==> src/rtl/ctrl_defuzzy.sv <==
// Sequencer for the type-2 fuzzy chain: enable windows for fuzzification and
// inference, then a restoring centroid divide (num/den) into a saturated output register.
module ctrl_defuzzy #(
  parameter int SETTLE_FUZ = 2,
  parameter int SETTLE_INF = 2,
  parameter int NUM_W      = 18,
  parameter int DEN_W      = 11,
  parameter int OUT_W      = 8
) (
  input  logic             clk,
  input  logic             rst,
  input  logic             start,
  input  logic [NUM_W-1:0] num,
  input  logic [DEN_W-1:0] den,
  output logic             EN_fuzzificador,
  output logic             EN_inferencia,
  output logic             EN_defuzzificador,
  output logic             busy,
  output logic             done,
  output logic [OUT_W-1:0] saida,
  output logic             div_zero,
  output logic             ovf
);

  typedef enum logic [2:0] {
    S_IDLE, S_FUZ, S_INF, S_LOAD, S_DIV, S_OUT
  } state_t;

  localparam int SET_MAX = (SETTLE_FUZ > SETTLE_INF) ? SETTLE_FUZ : SETTLE_INF;
  localparam int CNT_MAX = (SET_MAX > NUM_W) ? SET_MAX : NUM_W;
  localparam int CNT_W   = $clog2(CNT_MAX + 1);

  localparam logic [CNT_W-1:0] FUZ_LAST = CNT_W'(SETTLE_FUZ - 1);
  localparam logic [CNT_W-1:0] INF_LAST = CNT_W'(SETTLE_INF - 1);
  localparam logic [CNT_W-1:0] DIV_LAST = CNT_W'(NUM_W - 1);

  // Quotient does not fit the output register when any bit above OUT_W is set.
  function automatic logic is_ovf(input logic [NUM_W-1:0] q);
    return (q >> OUT_W) != '0;
  endfunction

  function automatic logic [OUT_W-1:0] sat_out(input logic [NUM_W-1:0] q);
    if (is_ovf(q)) return {OUT_W{1'b1}};
    return OUT_W'(q);
  endfunction

  state_t             state_q, state_d;
  logic [CNT_W-1:0]   cnt_q, cnt_d;
  logic               en_fuz_q, en_fuz_d;
  logic               en_inf_q, en_inf_d;
  logic               en_def_q, en_def_d;
  logic               busy_q, busy_d;
  logic               done_q, done_d;
  logic [OUT_W-1:0]   saida_q, saida_d;
  logic               div_zero_q, div_zero_d;
  logic               ovf_q, ovf_d;

  // Divider datapath: quo holds the dividend and collects quotient bits as it shifts.
  logic [NUM_W-1:0]   quo_q, quo_d;
  logic [DEN_W-1:0]   dvs_q, dvs_d;
  logic [DEN_W:0]     rem_q, rem_d;
  logic [DEN_W:0]     rem_sh;

  always_comb begin
    quo_d  = quo_q;
    dvs_d  = dvs_q;
    rem_d  = rem_q;
    rem_sh = {rem_q[DEN_W-1:0], quo_q[NUM_W-1]};
    case (state_q)
      S_LOAD: begin
        quo_d = num;
        dvs_d = den;
        rem_d = '0;
      end
      S_DIV: begin
        quo_d = {quo_q[NUM_W-2:0], 1'b0};
        if (rem_sh >= {1'b0, dvs_q}) begin
          rem_d    = rem_sh - {1'b0, dvs_q};
          quo_d[0] = 1'b1;
        end else begin
          rem_d = rem_sh;
        end
      end
      default: ;
    endcase
  end

  always_comb begin
    state_d    = state_q;
    cnt_d      = cnt_q + CNT_W'(1);
    saida_d    = saida_q;
    div_zero_d = div_zero_q;
    ovf_d      = ovf_q;
    case (state_q)
      S_IDLE: begin
        cnt_d = '0;
        if (start) state_d = S_FUZ;
      end
      S_FUZ: begin
        if (cnt_q == FUZ_LAST) begin
          state_d = S_INF;
          cnt_d   = '0;
        end
      end
      S_INF: begin
        if (cnt_q == INF_LAST) begin
          state_d = S_LOAD;
          cnt_d   = '0;
        end
      end
      S_LOAD: begin
        cnt_d = '0;
        if (den == '0) begin
          state_d    = S_OUT;
          saida_d    = '0;
          div_zero_d = 1'b1;
          ovf_d      = 1'b0;
        end else begin
          state_d = S_DIV;
        end
      end
      S_DIV: begin
        // quo_d already carries the final quotient bit on the last step.
        if (cnt_q == DIV_LAST) begin
          state_d    = S_OUT;
          cnt_d      = '0;
          saida_d    = sat_out(quo_d);
          ovf_d      = is_ovf(quo_d);
          div_zero_d = 1'b0;
        end
      end
      S_OUT: begin
        state_d = S_IDLE;
        cnt_d   = '0;
      end
      default: begin
        state_d = S_IDLE;
        cnt_d   = '0;
      end
    endcase

    // Outputs are registered copies of the next-state decode, so they track state_q.
    en_fuz_d = (state_d == S_FUZ);
    en_inf_d = (state_d == S_INF);
    en_def_d = (state_d == S_OUT);
    done_d   = (state_d == S_OUT);
    busy_d   = (state_d != S_IDLE);
  end

  always_ff @(posedge clk or posedge rst) begin
    if (rst) begin
      state_q    <= S_IDLE;
      cnt_q      <= '0;
      en_fuz_q   <= 1'b0;
      en_inf_q   <= 1'b0;
      en_def_q   <= 1'b0;
      busy_q     <= 1'b0;
      done_q     <= 1'b0;
      saida_q    <= '0;
      div_zero_q <= 1'b0;
      ovf_q      <= 1'b0;
    end else begin
      state_q    <= state_d;
      cnt_q      <= cnt_d;
      en_fuz_q   <= en_fuz_d;
      en_inf_q   <= en_inf_d;
      en_def_q   <= en_def_d;
      busy_q     <= busy_d;
      done_q     <= done_d;
      saida_q    <= saida_d;
      div_zero_q <= div_zero_d;
      ovf_q      <= ovf_d;
    end
  end

  // Divider registers are always reloaded in LOAD before use, so they carry no reset.
  always_ff @(posedge clk) begin
    quo_q <= quo_d;
    dvs_q <= dvs_d;
    rem_q <= rem_d;
  end

  assign EN_fuzzificador   = en_fuz_q;
  assign EN_inferencia     = en_inf_q;
  assign EN_defuzzificador = en_def_q;
  assign busy              = busy_q;
  assign done              = done_q;
  assign saida             = saida_q;
  assign div_zero          = div_zero_q;
  assign ovf               = ovf_q;

endmodule
==> config.mk <==
export PLATFORM = sky130hd
export DESIGN_NAME = ctrl_defuzzy
export DESIGN_NICKNAME = d
export VERILOG_FILES = /design/src/rtl/ctrl_defuzzy.sv
export SDC_FILE = /design/constraint.sdc
export NUM_CORES = 1
export LEC_CHECK = 0
export BUFFER_PORTS_ARGS = -buffer_cell sky130_fd_sc_hd__buf_2
export CORE_ASPECT_RATIO = 0.8
export CORE_MARGIN = 1.5
export CORE_UTILIZATION = 49
export CTS_CLUSTER_DIAMETER = 60
export DETAILED_ROUTE_END_ITERATION = 7
export PLACE_DENSITY = 0.8
export RECOVER_POWER = 25
export SKIP_LAST_GASP = 1
export SYNTH_ARGS = -nofsm -noshare
export SYNTH_HDL_FRONTEND = slang
export SYNTH_SLANG_ARGS = --single-unit
==> constraint.sdc <==
create_clock -name clk -period 2.4 [get_ports clk]
set_clock_uncertainty 0.15 [all_clocks]
set_input_delay 0.12 -clock clk [delete_from_list [all_inputs] [get_ports clk]]
set_output_delay 0.12 -clock clk [all_outputs]
set_load 0.02 [all_outputs]
==> results of run 1 <==
## area by class of cell
class                           instances  share of cell area [%]
Tap cell                               84                    2.48
Clock inverter                          7                    1.74
Timing Repair Buffer                   91                    14.4
Sequential cell                        62                    37.1
Clock buffer                            9                    2.92
Multi-Input combinational cell        237                    39.2
Inverter                               24                    2.18
## final timing paths
path | start | endpoint | slack [ns]
setup / recovery | dvs_q[0]$_DFFE_PN_ | rem_q[8]$_SDFFCE_PP0N_ | -0.1
setup reg to reg | dvs_q[0]$_DFFE_PN_ | rem_q[8]$_SDFFCE_PP0N_ | -0.1
max in group asynchronous | rst | saida[3]$_DFFE_PP0P_ | 1.24
hold reg to reg | cnt_q[0]$_DFF_PP0_ | cnt_q[0]$_DFF_PP0_ | 0.34
min in group asynchronous | rst | ovf$_DFFE_PP0P_ | 0.33
hold / removal | num[17] | quo_q[17]$_DFF_P_ | 0.02
## per-stage QoR
step / std cells / TNS, ns / setup WS (ns) / util, % / hold WS [ns]
finish: 514 / -0.433 / -0.0992 / 64.9 / 0.0194
global placement: 475 / -0.0135 / -0.00931 / 58.1 / 0.163
global route: 514 / -1.65 / -0.177 / 64.9 / 0.0486
detailed placement: 475 / -0.329 / -0.0927 / 58.1 / 0.161
CTS: 514 / -0.404 / -0.0896 / 64.6 / 0.00480
floorplan: 343 / 0 / 0.00300 / - / -0.0408
## registers in the layout, indices dropped and copies added (netlist names), 3 cells and up
register and cells:
cnt_q 5, dvs_q 11, quo_q 18, rem_q 11, saida 8, state_q 3
## critical path: cells and delay by family, from the launching register on
kind                       cells  cell delay (ns)
buffers and inverters          1             0.20
AOI/OAI and AO/OA              3             0.54
adders and majority gates      2             0.53
DFF                            1             0.42
and+or+nand+nor                2             0.22
muxes                          1             0.19
## cell usage in the layout (no fill, tap or decap), types with 12 or more instances in the layout
cell type,count
dlygate4sd3_1,22
ha_1,12
dfxtp_1,17
inv_1,20
a21oi_1,27
buf_4,21
edfxtp_1,22
nand2_1,22
a31oi_1,14
buf_2,22
clkbuf_1,23
dfrtp_1,22
nor2_1,31
## synth_stat cells, types with 3 or more instances
master | n | share of area, %
or3_1 | 4 | 0.74
ha_1 | 13 | 4.8
and2_1 | 4 | 0.74
nand2b_1 | 11 | 2.0
mux2i_1 | 4 | 1.2
nor2_1 | 31 | 3.4
a21oi_1 | 28 | 4.1
o31ai_1 | 7 | 1.5
a221oi_2 | 4 | 1.8
a211oi_1 | 5 | 1.1
edfxtp_1 | 22 | 19
a31oi_1 | 14 | 2.6
o21bai_1 | 3 | 0.66
inv_1 | 20 | 2.2
o21ai_0 | 7 | 1.0
inv_2 | 3 | 0.33
nand2_1 | 22 | 2.4
o21a_1 | 5 | 1.1
xnor2_1 | 5 | 1.3
dfxtp_1 | 18 | 11
and3_1 | 3 | 0.55
o22ai_1 | 7 | 1.3
dfrtp_1 | 22 | 16
buf_6 | 3 | 1.0
buf_2 | 8 | 1.2
nand3_1 | 6 | 0.89
nor3_1 | 10 | 1.5
xor2_1 | 3 | 0.78
buf_4 | 4 | 0.89
a221oi_1 | 4 | 1.0
## power breakdown
group / total (mW) / leakage, nW / internal, mW / switching [mW]
Combinational: 2.23 / 1.04 / 0.956 / 1.27
Sequential: 1.64 / 0.651 / 1.43 / 0.210
Clock: 0.925 / 0.0996 / 0.482 / 0.443
## cell families after synthesis
kind of cell / after synthesis
muxes: 4
and+or+nand+nor: 106
buffers and inverters: 44
xor gates and xnor gates: 8
adders and majority gates: 14
AOI/OAI and AO/OA: 105
DFF: 62
## what timing repair did
| action | CTS | global route |
|---|---|---|
| hold endpoints to repair | 45 | 0 |
| setup endpoints to repair | 8 | 13 |
| gates resized for setup | 0 | 7 |
| setup buffers | 1 | 0 |
| pin swaps | 0 | 4 |
| hold buffers | 22 | 0 |
## routing by layer
layer  wire, um  vias to the layer above  global-route usage [%]
met3        404                       18                    7.84
met5          0                        -                       0
met1       3530                     1446                    30.2
met2       4100                       96                    38.2
met4        178                        0                    10.3
li1           -                     1431                       -
==> results.tsv, run 1 <==
stage	metric	value	unit
run_status	status	finished, violations left	
run_status	failing checks	negative setup slack	
grt	gr usage total	24.2	%
placed_design	dpl cell area	0.00380	mm2
logic_synthesis	multiplexer share of the synthesized area	1.18	%
finish	nets	471	
finish	register area	0.00157	mm2
worst_setup_path	critical path required time	2.35	ns
logic_synthesis	Post-Synth Simple-Gate Area	16.2	%
placed_design	I/O Buffers	46	
detailed_routing	antenna viol nets, final	0	
grt	Remaining Overflow, GRT	0	
worst_setup_path	startpoint types	flip-flop	
worst_hold_path	Hold Path Class	input pin to flip-flop	
grt	pin count of the biggest net entering global routing	26	
clocking	CTS max path bufs	2	
placed_design	GPL Wtd Cong	0.881	
clocking	TritonCTS buffer count	9	
timing	Peak Freq	0.400	GHz
grt	vias in the first global route	2961	
power	Power, Total	4.79	mW
logic_synthesis	Synth Area in Adders	5.39	%
clocking	CTS tree	yes	
finish	n_diodes	0	
finish	multi-input gate area in the final layout	0.00166	mm2
logic_synthesis	Yosys warning count	0	
worst_setup_path	slowest CP cell	edfxtp_1	
logic_synthesis	Netlist cell types	63	
logic_synthesis	Synth Area in XOR/XNOR	2.07	%
floorplan	IO Pins	47	
placed_design	HPWL after DPL	5420	um
logic_synthesis	Most used DFF post-synth	edfxtp_1	
grt	first-pass GRT wire length	13800	um
floorplan	Die Span X	96.0	um
worst_setup_path	critical path arrival	2.45	ns
clocking	Worst-path clk slew	0.07	ns
logic_synthesis	synthesized area	0.00339	mm2
timing	worst slew pin tran	0.848	ns
timing	fin. max-slew vios	0	
detailed_routing	DR DRC count	0	
detailed_routing	vias per cell	5.82	
timing	max_slew headroom	43.4	%
floorplan	Die Area	0.00743	mm2
finish	P&R area growth vs syn	25.1	%
clocking	htree depth	3	
timing	final setup margin	-0.0992	ns
detailed_routing	router iterations before antenna repair	4	
floorplan	initial core utilization	51.9	%
detailed_routing	DR iter-0 viols	202	
grt	initial antenna violation count	0	
timing	RSZ-0062 raised after global routing	true	
floorplan	Row Count	26	
timing	Final Hold Fails	0	
finish	fillers	520	
worst_hold_path	Hold Path Depth	5	
detailed_routing	average wire per cell in the routed design	16.0	um
worst_setup_path	CP Cell Sequence	ha_4, fa_2, nand2b_4, a21oi_4, a41oi_2, o311ai_4, buf_4, mux2i_1, nor2_1	
detailed_routing	Vias	2991	
logic_synthesis	Synth Area in Compound Gates	22.3	%
clocking	Clock Sinks	62	
worst_setup_path	critical-path maximum fanout	5	
power	Leakage	1.79	nW
logic_synthesis	mean post-synth cell area	9.89	um2
floorplan	Die Span Y	77.4	um
logic_synthesis	Synth Instances	343	
worst_setup_path	Worst Setup End Kind	flip-flop	
worst_setup_path	Register-to-Register Path Depth	9	
run	max-cap violation count	0	
timing	period utilization	104	%
timing	minimum clock period	2.50	ns
detailed_routing	Total Routed Length	8200	um
logic_synthesis	syn nets	389	
power	Worst VDD drop	642	uV
logic_synthesis	sequential area share after synthesis	46.3	%
logic_synthesis	Synth Register Bits	62	
power	Pwr per Cell Area	1130	mW/mm2
floorplan	Core Area	0.00654	mm2
worst_setup_path	Worst path max stage delay	0.42	ns
logic_synthesis	post-synthesis async set-or-reset flop share	35.5	%
clocking	Skew-Pair Late Insertion Delay	0.35	ns
logic_synthesis	largest family of logic cells by synthesized area	compound AO/OA/AOI/OAI gates	
worst_setup_path	kind of critical path	flip-flop to flip-flop	
finish	Final Cell Area	0.00424	mm2
clocking	CTS root buffer	clkbuf_8	
timing	Setup-failing EPs final	10	
finish	fraction of layout cells with a size suffix above 1	20.2	%
logic_synthesis	Post-synth EDFFs	22	
Power figures use the tool's default switching activity.
==> run 2, diff against run 1 <==
--- a/config.mk
+++ b/config.mk
@@ -8,10 +8,10 @@
 export BUFFER_PORTS_ARGS = -buffer_cell sky130_fd_sc_hd__buf_2
 export CORE_ASPECT_RATIO = 0.8
 export CORE_MARGIN = 1.5
-export CORE_UTILIZATION = 49
+export CORE_UTILIZATION = 30
 export CTS_CLUSTER_DIAMETER = 60
 export DETAILED_ROUTE_END_ITERATION = 7
-export PLACE_DENSITY = 0.8
+export PLACE_DENSITY = 0.57
 export RECOVER_POWER = 25
 export SKIP_LAST_GASP = 1
 export SYNTH_ARGS = -nofsm -noshare
==> run 2 against run 1 <==
The flow still finishes with violations (negative setup slack). First-iteration DRC count fell by 50%. Critical path depth unchanged. Sequential share of layout area shrank 2.0 points. Utilization fell by 24 points. Count of clock-buffer cells in the layout increased by 2. Register-to-register slack is essentially flat. Clock power up 32%. Die area up 61%. Combinational power grew 6%. Largest cell class unchanged.
==> results.tsv, run 2 (synthesized netlist as in run 1, its figures left out) <==
stage	metric	value	unit	change
placed_design	GPL Wtd Cong	0.787		-11%
power	Leakage	1.84	nW	+2.9%
detailed_routing	average wire per cell in the routed design	14.8	um	-7.4%
timing	max_slew headroom	44.9	%	+1.5 points
finish	commonest non-fill, non-tap cell in the layout	nor2_1		
worst_setup_path	reg2reg start	dvs_q[0]$_DFFE_PN_		
finish	fillers	1052		+100%
worst_setup_path	critical-path maximum fanout	8		+3
clocking	htree depth	3		unchanged
timing	RSZ-0062 raised after global routing	true		
detailed_routing	router iterations before antenna repair	4		unchanged
finish	Largest Register	quo_q		
grt	pin count of the biggest net entering global routing	47		+81%
clocking	Worst-path clk slew	0.05	ns	-0.02 ns
timing	hold_ws	0.0500	ns	+0.0306 ns
floorplan	Die Area	0.0120	mm2	+61%
detailed_routing	Vias	2933		-1.9%
clocking	CTS tree	yes		
worst_setup_path	R2R Path End	rem_q[8]$_SDFFCE_PP0N_		
floorplan	IO Pins	47		unchanged
timing	fin. max-slew vios	0		unchanged
power	Pwr per Cell Area	1170	mW/mm2	+3.3%
power	Worst VDD drop	466	uV	-27%
finish	most frequent cells in the layout	nor2_1, a21oi_1, clkbuf_1		
placed_design	I/O Buffers	46		unchanged
finish	max reg flops	18		unchanged
finish	nets	475		+0.85%
timing	worst slew pin tran	0.826	ns	-0.0219 ns
finish	Final Cell Area	0.00448	mm2	+5.7%
floorplan	Core Area	0.0109	mm2	+67%
detailed_routing	Total Routed Length	8540	um	+4.1%
grt	initial antenna violation count	0		unchanged
worst_setup_path	Worst Setup End Kind	flip-flop		
grt	Remaining Overflow, GRT	0		unchanged
timing	Final Hold Fails	0		unchanged
timing	minimum clock period	2.50	ns	+0.00299 ns
run_status	status	finished, violations left		
timing	period utilization	104	%	+0.12 points
clocking	CTS max path bufs	2		unchanged
detailed_routing	antenna viol nets, final	0		unchanged
floorplan	initial core utilization	31.0	%	-21 points
run_status	failing checks	negative setup slack		
worst_setup_path	Register-to-Register Path Depth	9		unchanged
placed_design	HPWL after DPL	5650	um	+4.3%
finish	Post-Layout Cell Count	578		+12%
worst_setup_path	worst reg-to-reg setup slack	-0.10	ns	about the same
grt	first-pass GRT wire length	14100	um	+2.1%
clocking	Skew-Pair Late Insertion Delay	0.32	ns	-0.03 ns
worst_setup_path	kind of critical path	flip-flop to flip-flop		
timing	Setup-failing EPs final	10		unchanged
finish	register area	0.00157	mm2	unchanged
grt	gr usage total	14.7	%	-9.5 points
placed_design	Inst Count DP	534		+12%
floorplan	Die Span Y	98.1	um	+27%
grt	vias in the first global route	2870		-3.1%
timing	final setup margin	-0.102	ns	-0.00299 ns
placed_design	dpl cell area	0.00387	mm2	+1.8%
worst_setup_path	crit path from	dvs_q[0]$_DFFE_PN_		
floorplan	Die Span X	122	um	+27%
finish	fraction of layout cells with a size suffix above 1	22.4	%	+2.1 points
worst_hold_path	hold path endpoint	quo_q[17]$_DFF_P_		
floorplan	Row Count	34		+31%
clocking	Clock Sinks	62		unchanged
worst_hold_path	worst hold path startpoint	num[17]		
worst_setup_path	startpoint types	flip-flop		
finish	P&R area growth vs syn	32.2	%	
worst_hold_path	Hold Path Depth	5		unchanged
clocking	CTS root buffer	clkbuf_16		
detailed_routing	DR iter-0 viols	100		-50%
finish	n_diodes	0		unchanged
worst_setup_path	critical path arrival	2.41	ns	-0.04 ns
detailed_routing	DR DRC count	0		unchanged
clocking	TritonCTS buffer count	9		unchanged
run	max-cap violation count	0		unchanged
worst_hold_path	Hold Path Class	input pin to flip-flop		
worst_setup_path	critical path required time	2.31	ns	-0.04 ns
finish	Regs by FF count	quo_q (18), dvs_q (11), rem_q (11)		
detailed_routing	vias per cell	5.07		-13%
finish	multi-input gate area in the final layout	0.00171	mm2	+2.9%
timing	Peak Freq	0.400	GHz	-0.12%
run 2: layout make-up:
class,count,area share (%)
Clock buffer,11,5.67
Clock inverter,5,0.670
Inverter,24,2.07
Multi-Input combinational cell,237,38.2
Sequential cell,62,35.1
Tap cell,144,4.02
Timing Repair Buffer,95,14.3
run 2: repair_timing:
action	4_1_cts	5_1_grt
pin swaps	3	6
endpoints found under the hold margin	44	0
resized for setup	3	17
setup buffers	3	4
hold buffers	22	0
endpoints found under the setup margin	11	14
run 2: metrics by stage:
stage / setup slack (ns) / power (mW) / setup TNS, ns / utilization, %
finish: -0.102 / 5.23 / -0.478 / 41.0
global route: -0.212 / 5.61 / -1.73 / 41.0
CTS: -0.107 / 5.13 / -0.459 / 40.3
detailed placement: -0.134 / 3.78 / -0.480 / 35.4
global placement: -0.0407 / 3.74 / -0.0619 / 35.4
floorplan: 0.00300 / 3.26 / 0 / -
run 2: layer usage:
layer,track usage (%),wire length [um],share of wire (%)
met5,0,0,0
met4,3.53,85,1.0
met3,3.56,277,3.2
met2,24.3,4260,50
met1,19.4,3920,46
run 2: worst max-delay path by stage:
stage | end | slack (ns) | depth (start not counted)
after floorplan | rem_q[2]$_SDFFCE_PP0N_ | 0.003 | 10
after global placement | rem_q[8]$_SDFFCE_PP0N_ | -0.04 | 10
after detailed placement | rem_q[8]$_SDFFCE_PP0N_ | -0.13 | 9
after CTS | rem_q[8]$_SDFFCE_PP0N_ | -0.11 | 9
after global routing | rem_q[8]$_SDFFCE_PP0N_ | -0.21 | 9
final | rem_q[8]$_SDFFCE_PP0N_ | -0.10 | 9
run 2: critical path, stage by stage, from the launching register on:
cell and delay (ns):
edfxtp_1 0.41, ha_4 0.19, fa_2 0.33, nand2b_4 0.16, a21oi_4 0.14, a41oi_2 0.06
o311ai_2 0.33, buf_4 0.22, mux2i_1 0.20, nor2_1 0.05
run 2: report_power, final:
group	internal, mW	total [mW]	switching [mW]
combinational	1.06	2.36	1.31
sequential	1.43	1.64	0.216
clock	0.759	1.22	0.466
total	3.24	5.23	1.99
